$ cat config.mk
export PLATFORM = sky130hd
export DESIGN_NAME = alu_sched
export DESIGN_NICKNAME = d
export VERILOG_FILES = /design/src/rtl/alu_sched_pkg.sv /design/src/rtl/alu_rr_arb.sv /design/src/rtl/alu_sched.sv
export SDC_FILE = /design/constraint.sdc
export NUM_CORES = 1
export LEC_CHECK = 0
export BUFFER_PORTS_ARGS = -buffer_cell sky130_fd_sc_hd__buf_4
export CAP_MARGIN = 20
export CORE_MARGIN = 1.5
export CORE_UTILIZATION = 44
export DETAILED_ROUTE_END_ITERATION = 12
export PLACE_DENSITY_LB_ADDON = 0.1
export SLEW_MARGIN = 20
export SYNTH_ARGS = -nofsm -noshare
export SYNTH_HDL_FRONTEND = slang
export SYNTH_HIERARCHICAL = 1
export SYNTH_SLANG_ARGS = --single-unit
$ cat constraint.sdc
create_clock -name clk -period 1.87 [get_ports clk]
set_input_delay 0.0935 -clock clk [delete_from_list [all_inputs] [get_ports clk]]
set_output_delay 0.0935 -clock clk [all_outputs]
set_load 0.1 [all_outputs]
$ cat src/rtl/alu_sched_pkg.sv
// Shared definitions for the two-requester ALU scheduler: function codes,
// FSM state encoding and default widths.
package alu_sched_pkg;

  localparam int W_DEF    = 8;
  localparam int FN_W_DEF = 4;
  localparam int CNT_W    = 4;

  localparam int OP_AND  = 0;
  localparam int OP_OR   = 1;
  localparam int OP_XOR  = 2;
  localparam int OP_NAND = 3;
  localparam int OP_NOR  = 4;
  localparam int OP_ADD  = 5;
  localparam int OP_SUB  = 6;
  localparam int OP_MUL  = 7;
  localparam int OP_DIV  = 8;

  typedef enum logic [1:0] {
    IDLE = 2'd0,
    EXEC = 2'd1,
    RESP = 2'd2
  } state_t;

endpackage

$ cat src/rtl/alu_rr_arb.sv
// Two-way round-robin picker. The pointer names the requester with priority
// and moves to the other requester whenever a grant is taken.
module alu_rr_arb (
  input  logic       clk,
  input  logic       rst_n,
  input  logic [1:0] valid,
  input  logic       advance,
  output logic [1:0] grant
);

  logic ptr;

  // Pick the pointed-to requester first, fall back to the other one.
  always_comb begin
    grant = 2'b00;
    if (ptr == 1'b0) begin
      if (valid[0])      grant = 2'b01;
      else if (valid[1]) grant = 2'b10;
    end else begin
      if (valid[1])      grant = 2'b10;
      else if (valid[0]) grant = 2'b01;
    end
  end

  // Hand priority to the requester that did not win this grant.
  always_ff @(posedge clk or negedge rst_n) begin
    if (!rst_n)                 ptr <= 1'b0;
    else if (advance && |grant) ptr <= grant[0];
  end

endmodule

$ cat src/rtl/alu_sched.sv
// Scheduler for a shared external ALU: round-robin accept from two
// requesters, hold operands on the ALU for ALU_LAT cycles, capture the result
// and return it on a valid/ready response port.
// Optional feature: define ALU_DIVZERO_CHK_EN to flag DIV with b==0 as an
// error (alu_f driven 0, rsp_err=1). Without it, div-by-zero only forces
// rsp_y to 0.
module alu_sched
  import alu_sched_pkg::*;
#(
  parameter int W       = W_DEF,
  parameter int FN_W    = FN_W_DEF,
  parameter int ALU_LAT = 1,
  parameter int OP_MAX  = 8
) (
  input  logic            clk,
  input  logic            rst_n,
  input  logic            req0_valid,
  output logic            req0_ready,
  input  logic [FN_W-1:0] req0_f,
  input  logic [W-1:0]    req0_a,
  input  logic [W-1:0]    req0_b,
  input  logic            req1_valid,
  output logic            req1_ready,
  input  logic [FN_W-1:0] req1_f,
  input  logic [W-1:0]    req1_a,
  input  logic [W-1:0]    req1_b,
  output logic            rsp_valid,
  input  logic            rsp_ready,
  output logic [W:0]      rsp_y,
  output logic            rsp_id,
  output logic            rsp_err,
  output logic [W-1:0]    alu_a,
  output logic [W-1:0]    alu_b,
  output logic [FN_W-1:0] alu_f,
  input  logic [W:0]      alu_y,
  output logic            busy
);

  state_t            state, state_nxt;
  logic [CNT_W-1:0]  cnt;
  logic [1:0]        grant;
  logic              take;
  logic [FN_W-1:0]   sel_f;
  logic [W-1:0]      sel_a, sel_b;
  logic              sel_illegal, sel_divz;
  logic              sel_kill_f, sel_err, sel_zero;
  logic              op_id, op_err, op_zero;

  alu_rr_arb u_arb (
    .clk     (clk),
    .rst_n   (rst_n),
    .valid   ({req1_valid, req0_valid}),
    .advance (take),
    .grant   (grant)
  );

  assign take       = (state == IDLE) && (|grant);
  assign req0_ready = take & grant[0];
  assign req1_ready = take & grant[1];
  assign rsp_valid  = (state == RESP);
  assign busy       = (state != IDLE);

  // Select the granted request and classify its function code.
  always_comb begin
    sel_f       = grant[1] ? req1_f : req0_f;
    sel_a       = grant[1] ? req1_a : req0_a;
    sel_b       = grant[1] ? req1_b : req0_b;
    sel_illegal = (sel_f > FN_W'(OP_MAX));
    sel_divz    = (sel_f == FN_W'(OP_DIV)) && (sel_b == '0);
`ifdef ALU_DIVZERO_CHK_EN
    sel_kill_f  = sel_illegal | sel_divz;
    sel_err     = sel_illegal | sel_divz;
`else
    sel_kill_f  = sel_illegal;
    sel_err     = sel_illegal;
`endif
    // The ALU output is meaningless for b==0, so the result is zeroed either way.
    sel_zero    = sel_illegal | sel_divz;
  end

  // Next-state logic: accept, wait out the ALU latency, wait for the consumer.
  always_comb begin
    state_nxt = state;
    case (state)
      IDLE:    if (take) state_nxt = EXEC;
      EXEC:    if (cnt == '0) state_nxt = RESP;
      RESP:    if (rsp_ready) state_nxt = IDLE;
      default: state_nxt = IDLE;
    endcase
  end

  // FSM state register.
  always_ff @(posedge clk or negedge rst_n) begin
    if (!rst_n) state <= IDLE;
    else        state <= state_nxt;
  end

  // Operand/result registers: load the ALU on a grant, capture on the last EXEC cycle.
  always_ff @(posedge clk or negedge rst_n) begin
    if (!rst_n) begin
      alu_a   <= '0;
      alu_b   <= '0;
      alu_f   <= '0;
      cnt     <= '0;
      op_id   <= 1'b0;
      op_err  <= 1'b0;
      op_zero <= 1'b0;
      rsp_y   <= '0;
      rsp_id  <= 1'b0;
      rsp_err <= 1'b0;
    end else if (take) begin
      alu_a   <= sel_a;
      alu_b   <= sel_b;
      alu_f   <= sel_kill_f ? '0 : sel_f;
      cnt     <= CNT_W'(ALU_LAT - 1);
      op_id   <= grant[1];
      op_err  <= sel_err;
      op_zero <= sel_zero;
    end else if (state == EXEC) begin
      if (cnt == '0) begin
        rsp_y   <= op_zero ? '0 : alu_y;
        rsp_id  <= op_id;
        rsp_err <= op_err;
      end else begin
        cnt <= cnt - CNT_W'(1);
      end
    end
  end

endmodule

==> run metrics <==
DR pass1 iterations 4; HP Class in2reg; Fin. Hold Viols 0; Post-synth EDFFs 0; R2R depth 6; Tot GR Track Use 0.193; cell mode on critical path buf_6; Syn. warnings 6; post-detail-place hpwl around 3400 µm; Async SR Flop Fraction 1.00; ys flop type dfrtp_1; die footprint 4850 µm²; # setup viols final 0; Placer Congestion approximately 0.78; Avg Cell Area, Syn about 10 µm²; hold path cells 2; Synth Register Bits roughly 40; commonest non-fill, non-tap cell in the layout buf_4; WHS Endpoint u_arb/ptr$_DFFE_PN0P_; crit end category primary output; Max Slew Vio Count 0; CTS tree yes; Syn Nets roughly 250; min Tclk post-route ~1800 ps; Design Area, Final between 2000 and 3000 µm²; clk sinks just over 40; ant diodes 0; reg2reg start u_arb/ptr$_DFFE_PN0P_; setup tns final 0 ps; number of antenna violations at the first check in global routing 0; routed wire length around 4500 µm; die height 69.6 µm; CTS root buf clkbuf_8; Yosys cell types 35; io pins just under 90; CP Max Fanout 15; width of the die between 60 and 70 µm; first-pass GRT wire length ~7500 µm; vias per cell roughly 4.9; clock latency at the later pin of the worst-skew pair 290 ps; Routed WL per cell about 13 µm; WP buf/inv 3; Syn Inst Count ~190; pin count of the biggest net entering global routing 42; Slowest cell on crit path dfrtp_1; TritonCTS Buffers 5; Cell Chain, Critical Path inv_1 -> a21boi_4 -> buf_6 -> and2_1 -> buf_6; Final Cycle Share 0.947; clock skew ~4.7 ps; top cell family by delay on the critical path buffers and inverters; vias in the first global route 1643; run status finished, final reports clean; post-route ant nets 0; hold path startpoint req1_valid; Initial DRC Count 46; total core area approximately 4300 µm²; CP Class reg2out; final setup margin 99.7 ps; # fillers 399; pre-CTS WS between 100 and 150 ps; P&R area growth vs syn 45.5%; Seq. cell area 1030 µm²; Seq/Total Area, Yosys 0.525; footprint of the multi-input gates approximately 860 µm²; initial core utilization 0.452; Clock Pin Slew Worst Setup and Hold Paths about 80 ps; reg2reg end op_zero$_DFFE_PN0P_; largest stage delay on the critical path 390 ps; CP startpoint kind register; number of port buffers just under 90; Final #Nets approximately 340; grt total ovfl 0; RSZ-0062 raised after global routing false; Max Freq between 500 and 600 MHz; share of cells above drive strength 1 0.388; Worst R2R Setup Slack 130 ps; H-tree depth 2; WP data arrival 1680 ps; CTS Buffer Depth 2; DRC violation count after routing 0; Syn Std Cell Area 1950 µm²; Slew Limit Headroom 0.667; placed instance area 2680 µm²; most frequent cells in the layout buf_4, dfrtp_1, nand2_1; Slew @ Worst Pin about 500 ps; number of max-cap violations 0; FP Rows 24; Required @ worst endpoint approximately 1800 ps; beginning of the critical path u_arb/ptr$_DFFE_PN0P_; Via Count between 1500 and 2000
-- final cells by class --
cell class                 instances  share of cell area
tap                               52              0.0229
clock inverter                     3              0.0229
clock buffer                       5              0.0242
sequential                        41               0.361
timing repair buffer              96               0.258
inverter                           7             0.00924
multi-input combinational        134               0.302
-- cell families (layout without fill, tap and decap cells) --
| group | after synthesis | in the layout | synth area share |
|---|---|---|---|
| AO/OA/AOI/OAI | 40 | 40 | 0.112 |
| AND/OR/NAND/NOR | 67 | 67 | 0.178 |
| buffers and inverters | 17 | 111 | 0.0429 |
| adder cells (fa/ha/maj) | 2 | 2 | 0.0128 |
| flip-flops | 41 | 41 | 0.525 |
| multiplexers | 22 | 22 | 0.116 |
| XOR/XNOR | 3 | 3 | 0.0134 |
-- registers in the layout, summed over array words and instances, names as in the netlist --
signal and flops:
alu_a 8, alu_b 8, alu_f 4, cnt 4, op_err 1, op_id 1
op_zero 1, rsp_err 1, rsp_id 1, rsp_y 9, state 2, u_arb/ptr 1
-- per-stage QoR --
stage	std cells	hold WS, ps	util
final	338	10.9	0.658
after global routing	338	0.739	0.658
after CTS	338	0.951	0.657
after detailed placement	328	113	0.620
after global placement	328	108	0.620
after floorplan	192	-202	-
-- synth_stat cells, types with 2 or more instances --
master / instances / area share
dfrtp_1: 41 / 0.52
nand2_1: 37 / 0.071
o21ai_0: 28 / 0.072
mux2i_1: 20 / 0.10
nand2b_1: 10 / 0.032
inv_1: 7 / 0.013
nor2_1: 5 / 0.0096
a21oi_1: 4 / 0.010
buf_2: 4 / 0.010
nor4_1: 4 / 0.013
clkbuf_1: 3 / 0.0058
buf_6: 2 / 0.012
ha_1: 2 / 0.013
nand3_1: 2 / 0.0051
o21ai_1: 2 / 0.0051
xor2_1: 2 / 0.0090
-- worst max-delay path by stage --
stage,endpoint,cells after the start
2_1_floorplan,op_id$_DFFE_PN0P_,5
6_report,req1_ready,5
3_3_place_gp,op_zero$_DFFE_PN0P_,7
5_1_grt,req1_ready,5
4_1_cts,req1_ready,5
3_5_place_dp,op_zero$_DFFE_PN0P_,7
-- routing by layer --
metal / track usage / vias to the layer above / part of all wire
met5: 0 / - / 0
met4: 0.0427 / 0 / 0.0069
met3: 0.0712 / 4 / 0.083
met2: 0.328 / 61 / 0.49
met1: 0.236 / 760 / 0.42
li1: - / 833 / -
-- repair_timing --
| action | 4_1_cts | 5_1_grt |
|---|---|---|
| setup endpoints to repair | 1 | 2 |
| hold buffers | 2 | 0 |
| gates resized for setup | 1 | 1 |
| gates cloned | 0 | 0 |
| endpoints found under the hold margin | 42 | 0 |
| pin swaps | 0 | 1 |
| setup buffers | 0 | 0 |
-- worst reg2reg max path, cell delays in order (launching register included) --
cell and delay, ps:
dfrtp_1 390, inv_1 90, a21boi_4 250, nor4b_2 290, nor2_1 60, or3_1 330, o221a_1 240
Power is not shown: default switching activity piles up to over one toggle a cycle in this logic, so the estimate is an artifact.
